`config.mk`:
```
export PLATFORM = sky130hd
export DESIGN_NAME = router_fsm_n
export DESIGN_NICKNAME = d
export VERILOG_FILES = /design/src/rtl/router_fsm_n.sv
export SDC_FILE = /design/constraint.sdc
export NUM_CORES = 1
export LEC_CHECK = 0
export CELL_PAD_IN_SITES_DETAIL_PLACEMENT = 1
export CELL_PAD_IN_SITES_GLOBAL_PLACEMENT = 2
export CORE_MARGIN = 2
export CORE_UTILIZATION = 26
export CTS_BUF_LIST = sky130_fd_sc_hd__clkbuf_2
export CTS_CLUSTER_DIAMETER = 50
export DETAILED_ROUTE_END_ITERATION = 6
export GPL_TIMING_DRIVEN = 1
export PLACE_DENSITY_LB_ADDON = 0.3
export SETUP_SLACK_MARGIN = 0.15
export SYNTH_ARGS = -nofsm -noshare
export SYNTH_HDL_FRONTEND = slang
export SYNTH_SLANG_ARGS = --single-unit
```
`constraint.sdc`:
```
create_clock -name clk -period 1.5 [get_ports clk]
set_input_delay 0.45 -clock clk [delete_from_list [all_inputs] [get_ports clk]]
set_output_delay 0.45 -clock clk [all_outputs]
set_load 0.01 [all_outputs]
```
`src/rtl/router_fsm_n.sv`:
```
// Packet-router control FSM for an N-output router: header decode, wait-for-empty
// with timeout, data/parity load sequencing, back-pressure and invalid-address drop.
module router_fsm_n #(
  parameter int NUM_PORTS = 3,
  parameter int ADDR_W    = 2,
  parameter int WAIT_MAX  = 255
) (
  input  logic                 clk,
  input  logic                 rstn,
  input  logic                 pkt_valid,
  input  logic                 low_pkt_valid,
  input  logic                 parity_done,
  input  logic [ADDR_W-1:0]    din,
  input  logic [NUM_PORTS-1:0] fifo_empty,
  input  logic [NUM_PORTS-1:0] fifo_full,
  input  logic [NUM_PORTS-1:0] sftrst,
  output logic                 detect_add,
  output logic                 lfd_state,
  output logic                 ld_state,
  output logic                 laf_state,
  output logic                 full_state,
  output logic                 rst_int_reg,
  output logic                 we_reg,
  output logic                 busy,
  output logic [NUM_PORTS-1:0] write_enb,
  output logic                 drop_state,
  output logic                 addr_err,
  output logic                 wait_timeout
);

  localparam int CNT_W = (WAIT_MAX > 0) ? $clog2(WAIT_MAX + 1) : 1;
  localparam logic [CNT_W-1:0] WAIT_LAST = CNT_W'((WAIT_MAX > 0) ? WAIT_MAX - 1 : 0);
  localparam logic [ADDR_W:0]  NP        = (ADDR_W + 1)'(NUM_PORTS);

  typedef enum logic [3:0] {
    DECODE_ADDR,
    LOAD_FIRST_DATA,
    LOAD_DATA,
    LOAD_PARITY,
    FIFO_FULL_STATE,
    LOAD_AFTER_FULL,
    WAIT_TILL_EMPTY,
    CHECK_PARITY_ERROR,
    DROP_PKT
  } state_t;

  state_t              state_q, state_d;
  logic [ADDR_W-1:0]   addr_q, addr_d;
  logic [CNT_W-1:0]    wait_cnt_q, wait_cnt_d;
  logic                addr_err_q, wait_timeout_q;

  logic                 empty_din, empty_sel, full_sel, sft_sel, din_bad, timeout;
  logic [NUM_PORTS-1:0] onehot;

  // Per-port selects by the incoming header address and by the latched address
  always_comb begin
    empty_din = 1'b0;
    empty_sel = 1'b0;
    full_sel  = 1'b0;
    sft_sel   = 1'b0;
    onehot    = '0;
    for (int i = 0; i < NUM_PORTS; i++) begin
      if (din == ADDR_W'(i)) empty_din = fifo_empty[i];
      if (addr_q == ADDR_W'(i)) begin
        empty_sel = fifo_empty[i];
        full_sel  = fifo_full[i];
        sft_sel   = sftrst[i];
        onehot[i] = 1'b1;
      end
    end
  end

  assign din_bad = ({1'b0, din} >= NP);
  assign timeout = (WAIT_MAX != 0) && (wait_cnt_q == WAIT_LAST);

  always_comb begin
    state_d = state_q;
    addr_d  = addr_q;
    case (state_q)
      DECODE_ADDR: begin
        if (pkt_valid) begin
          addr_d = din;
          if (din_bad)        state_d = DROP_PKT;
          else if (empty_din) state_d = LOAD_FIRST_DATA;
          else                state_d = WAIT_TILL_EMPTY;
        end
      end
      LOAD_FIRST_DATA: state_d = LOAD_DATA;
      WAIT_TILL_EMPTY: begin
        if (empty_sel)    state_d = LOAD_FIRST_DATA;
        else if (timeout) state_d = DROP_PKT;
      end
      LOAD_DATA: begin
        if (full_sel)        state_d = FIFO_FULL_STATE;
        else if (!pkt_valid) state_d = LOAD_PARITY;
      end
      LOAD_PARITY: state_d = CHECK_PARITY_ERROR;
      FIFO_FULL_STATE: begin
        if (!full_sel) state_d = LOAD_AFTER_FULL;
      end
      LOAD_AFTER_FULL: begin
        if (parity_done)        state_d = DECODE_ADDR;
        else if (low_pkt_valid) state_d = LOAD_PARITY;
        else                    state_d = LOAD_DATA;
      end
      CHECK_PARITY_ERROR: state_d = full_sel ? FIFO_FULL_STATE : DECODE_ADDR;
      DROP_PKT: begin
        if (!pkt_valid) state_d = DECODE_ADDR;
      end
      default: state_d = DECODE_ADDR;
    endcase
    // Soft reset only counts for the port this packet is headed to
    if (sft_sel && state_q != DECODE_ADDR && state_q != DROP_PKT) state_d = DECODE_ADDR;
  end

  always_comb begin
    wait_cnt_d = wait_cnt_q;
    if (state_d == WAIT_TILL_EMPTY && state_q != WAIT_TILL_EMPTY) wait_cnt_d = '0;
    else if (state_q == WAIT_TILL_EMPTY)                          wait_cnt_d = wait_cnt_q + 1'b1;
  end

  always_ff @(posedge clk) begin
    if (!rstn) begin
      state_q        <= DECODE_ADDR;
      addr_q         <= '0;
      wait_cnt_q     <= '0;
      addr_err_q     <= 1'b0;
      wait_timeout_q <= 1'b0;
    end else begin
      state_q        <= state_d;
      addr_q         <= addr_d;
      wait_cnt_q     <= wait_cnt_d;
      addr_err_q     <= (state_q == DECODE_ADDR) && (state_d == DROP_PKT);
      wait_timeout_q <= (state_q == WAIT_TILL_EMPTY) && (state_d == DROP_PKT);
    end
  end

  assign detect_add   = (state_q == DECODE_ADDR);
  assign lfd_state    = (state_q == LOAD_FIRST_DATA);
  assign ld_state     = (state_q == LOAD_DATA);
  assign laf_state    = (state_q == LOAD_AFTER_FULL);
  assign full_state   = (state_q == FIFO_FULL_STATE);
  assign rst_int_reg  = (state_q == CHECK_PARITY_ERROR);
  assign drop_state   = (state_q == DROP_PKT);
  assign we_reg       = (state_q == LOAD_DATA) || (state_q == LOAD_PARITY) ||
                        (state_q == LOAD_AFTER_FULL);
  assign busy         = !((state_q == DECODE_ADDR) || (state_q == LOAD_DATA) ||
                          (state_q == DROP_PKT));
  assign write_enb    = (lfd_state || we_reg) ? onehot : '0;
  assign addr_err     = addr_err_q;
  assign wait_timeout = wait_timeout_q;

endmodule

```
* Word level (Yosys, flattened, before mapping)
Cells that the tools add are included.
** Cells by class
- $add $sub $neg :: 1
- Reductions and logical operators :: 17
- Multiplexer cells :: 30
- Shift-type cells :: 0
- Bitwise logic cells :: 1
- Equality and inequality tests :: 17
- Order comparisons :: 1
- $mul :: 0
- Div/mod/pow operators :: 0
** Operator list (number)
- $mux 4 :: 9
- $pmux 4 s9 :: 1
- $eq 4x3->1 const B :: 5
- $mux 1 :: 16
- $mux 3 :: 3
- $add 8x1->8 const B :: 1
- $eq 4x2->1 const B :: 2
- $eq 4x4->1 const B :: 2
- $eq 8x8->1 const B :: 1
- $logic_and 1x1->1 :: 5
- $logic_or 1x1->1 :: 5
- $eq 2x1->1 const B :: 2
- $eq 2x2->1 const B :: 2
- $eq 4x1->1 const B :: 1
- $logic_not 2->1 :: 2
- $logic_not 4->1 :: 1
- $ne 4x3->1 const B :: 1
- $ne 4x4->1 const B :: 1
- $reduce_bool 4->1 :: 1
- $ge 2x2->1 const B :: 1
- $mux 2 :: 1
- $reduce_and 2->1 :: 1
- $reduce_or 2->1 :: 1
- $logic_not 1->1 :: 1
- $not 1->1 :: 1
** Word-level totals
- Memories :: 0
- Input port bits :: 16
- Word-level logic and storage cells :: 72
- Memory bits (read-only) :: 0
- Memory bits (writable) :: 0
- Register bits :: 16
- Output and inout bits :: 14
- Bits in latches :: 0

* Depth between registers and ports, before layout
- Depth after elaboration :: 12
- Gate-level depth with buffers :: 6
- Depth with buffers taken out :: 5

* Worst setup path before layout
Ideal clock, no wire load.
- Kind :: register to output
- From :: register state_q[2]
- To :: output write_enb[1]
- Stages on the path, launching flop included :: 5
- Slack :: -0.170 ns
- Arrival time :: 1.220 ns
- Required time :: 1.050 ns
- Path buffers :: 1
- Path through :: dfxtp_1 buf_4 nand2b_1 a21o_1 nor3b_1
** On the way
- Word-level cells in the longest chain between the ends :: 5
- Elaborated cells on any way between the ends :: 8
- Those cells by class :: eq/ne: 4; mux: 1; reduce/logical: 3
** RTL lines
- start, declared :: line 47 : state_t state_q, state_d;
- start signal, assigned :: line 130 : state_q <= state_d;
- $eq 4x2->1 :: line 145 : assign we_reg = (state_q == LOAD_DATA) || (state_q == LOAD_PARITY) ||
- $logic_or 1x1->1 (2 in series) :: line 145
- $logic_or 1x1->1 * :: line 149 : assign write_enb = (lfd_state || we_reg) ? onehot : '0;
- $mux 3 * :: line 149
- end, declared :: line 25 : output logic [NUM_PORTS-1:0] write_enb,
Every way passes the cells marked *; elsewhere a longest branch is shown, timed or not.

* Final worst setup path
Same ends and word-level chain as after synthesis.

==> summary.md <==
| Metric | Value |
|---|---|
| Run status | complete, but fails checks |
| Failing checks | negative setup slack |
| Min cycle time layout | 1.922 ns |
| Most frequent cells in the layout | buf_4, buf_6, clkdlybuf4s50_1, buf_2, nor2_1 |
| Layout cells sized above 1 | 0.6077 |
| Sequential Area | 337.8 µm² |
| Worst slew pin tran | 0.4251 ns |
| Final setup viols | 28 |
| Pre-antenna DRT Iters | 2 |
| Pre-CTS WS | -0.5256 ns |
| Routed vias | 1290 |
| Fin nets | 228 |
| Multi-input logic area | 955.9 µm² |
| Routed Antenna Nets | 0 |
| CTS tree | built |
| PD cells | 1165 nW/µm² |
| Sequential fraction of the synthesis area | 0.2932 |
| Hold WS | 0.5440 ns |
| Row count | 23 |
| Fillers | 463 |
| Worst-path maximum fanout | 3 |
| Ant. Diodes | 0 |
| EDFF count, synth | 0 |
| GRT Total Usage | 0.1889 |
| First-pass GRT wire length | 6472 µm |
| Clk root buf | clkbuf_2 |
| Initial DRC count | 8 |
| Critical path data arrival time | 1.47 ns |
| CTS H-tree lvls | 1 |
| Gr ovfl total | 0 |
| Worst Hold End | wait_cnt_q[5]$_SDFFE_PP0P_ |
| Vias per cell | 4.981 |
| Die ar. | 4736 µm² |
| Main synth FF type | dfxtp_1 |
| Reg2reg end | wait_timeout$_SDFF_PN0_ |
| Largest net degree at the start of global routing | 10 |
| Starting Density | 0.2711 |
| CTS buffer count | 3 |
| Input/output buffers | 29 |
| HP Class | flop to flop |
| Critical path endpoint category | output port |
| Post-Synthesis Cells | 128 |
| Cell area after placement | 1675 µm² |
| Unique masters post-synth | 47 |
| WP data required | 1.05 ns |
| FF+latch count, synth | 16 |
| Synth async-reset ratio | 0 |
| Drt total wl | 4454 µm |
| Die Span X | 68.82 µm |
| Clk sinks | 16 |
| Synthesis-to-layout area growth | 94.73% |
| Worst vdd ir | 429.8 µV |
| Antenna violations before repair | 0 |
| P_leak | 0.8576 nW |
| Core Box Area | 4029 µm² |
| Post-cts hold buffer count | 0 |
| Slew headroom | 0.7166 |
| Final hold violation count | 0 |
| Total of max-cap violations | 0 |
| Hold path start | wait_cnt_q[5]$_SDFFE_PP0P_ |
| Clk buf depth | 2 |
| Wire length per cell | 17.20 µm |
| Residual DRC count | 0 |
| Worst r2r path cells | 8 |
| Clock latency on the worst-skew pair | 0.30 ns |
| Detailed placer's ending HPWL | 2857 µm |
| Critical path type | flop to output port |
| Die height | 68.82 µm |
| Synthesized area per cell | 8.534 µm² |
| Worst-path clk slew | 0.17 ns |
| Maximum clock rate | 0.5202 GHz |
| Post-Syn Nets | 146 |
| Clock Skew | 0.01074 ns |
| Final instance area | 2127 µm² |
| CP Launch Type | flop |
| IO Pins | 30 |
| Final worst setup slack | -0.4223 ns |
| WHS Path Cells | 2 |
| Reg-to-reg slack, setup | -0.25 ns |
| Design Power | 2.477 mW |
| Commonest non-fill, non-tap cell in the layout | buf_4 |
| Gp weighted congestion | 0.7516 |
| Synth Cell Area | 1092 µm² |
| Warnings from Yosys | 0 |
| Number of global-route vias before repair | 1395 |
| R2R Path Start | state_q[2]$_SDFF_PN0_ |
| Final period utilization | 1.282 |
| Pins Over Slew Limit | 0 |
| RSZ-0062 raised after global routing | yes |
==> through the flow <==
| stage | cells | util | TNS, ns |
|---|---|---|---|
| 2_1_floorplan | 128 | - | 0 |
| 3_3_place_gp | 229 | 0.4158 | -10.25 |
| 3_5_place_dp | 229 | 0.4158 | -11.23 |
| 4_1_cts | 252 | 0.4916 | -4.466 |
| 5_1_grt | 259 | 0.5280 | -7.926 |
| 6_report | 259 | 0.5280 | -6.238 |
==> final cells by class <==
class	instances	area share
multi-input cells	100	0.4494
repair buffers	84	0.3447
flip-flops and latches	16	0.1588
well taps	50	0.02941
inverters	5	0.008824
clock buffers	3	0.007059
clock inverters	1	0.001765
==> registers in the layout, indices dropped and copies added, names as in the netlist <==
| name | flops |
|---|---|
| state_q | 4 |
| wait_timeout | 1 |
| addr_err | 1 |
| addr_q | 2 |
| wait_cnt_q | 8 |
==> how the worst max path moves through the flow <==
stage                               start                         end  slack [ns]  cells past startpoint
floorplan           state_q[1]$_SDFF_PN0_                write_enb[1]        0.01                      4
global placement                   din[0]  wait_cnt_q[1]$_SDFFE_PP0P_       -0.47                      5
detailed placement                 din[0]  wait_cnt_q[1]$_SDFFE_PP0P_       -0.53                      5
CTS                 state_q[2]$_SDFF_PN0_                write_enb[1]       -0.43                      5
global route        state_q[2]$_SDFF_PN0_                write_enb[1]       -0.49                      5
finish              state_q[2]$_SDFF_PN0_                write_enb[1]       -0.42                      5
==> Yosys cell counts, types with 4 or more instances <==
cell / instances / area share
nand2b_1: 4 / 0.023
xor2_1: 6 / 0.048
nand2_1: 8 / 0.027
nor2b_1: 5 / 0.029
nor3_1: 5 / 0.023
nand3_1: 4 / 0.018
nor2_1: 15 / 0.052
a21oi_1: 7 / 0.032
dfxtp_1: 16 / 0.29
inv_1: 5 / 0.017
==> where the power goes <==
part / switching (mW) / internal [mW] / total [mW]
clock: 0.148 / 0.0579 / 0.205
sequential: 0.0572 / 0.477 / 0.534
combinational: 0.756 / 0.982 / 1.74
total: 0.961 / 1.52 / 2.48
==> worst max-delay path: stages (launching register included) <==
cell	delay, ns
dfxtp_4	0.40
buf_6	0.12
nand2b_4	0.14
a21o_4	0.22
nor3b_2	0.14
buf_2	0.15
==> repair_timing <==
| action | 4_1_cts | 5_1_grt |
|---|---|---|
| cloned | 1 | 0 |
| endpoints found under the hold margin | 0 | 0 |
| gates resized for setup | 107 | 24 |
| setup buffers | 18 | 7 |
| pin swaps | 24 | 20 |
| endpoints found under the setup margin | 30 | 30 |
==> per-layer routing <==
metal / up-vias / part of all wire / GRT usage
li1: 621 / - / -
met1: 627 / 0.41 / 0.1984
met2: 29 / 0.52 / 0.3594
met3: 13 / 0.028 / 0.02597
met4: 0 / 0.035 / 0.1005
met5: - / 0 / 0
==> cells by family (layout without fill, tap and decap cells) <==
logic type / after synthesis / after routing / synth area share
adders and majority gates: 2 / 2 / 0.02291
muxes: 4 / 4 / 0.04238
and+or+nand+nor: 59 / 59 / 0.3276
buffers and inverters: 12 / 93 / 0.05956
DFF: 16 / 16 / 0.2932
xor gates and xnor gates: 7 / 7 / 0.05613
AOI/OAI and AO/OA: 28 / 28 / 0.1982
Power figures use the tool's default switching activity.
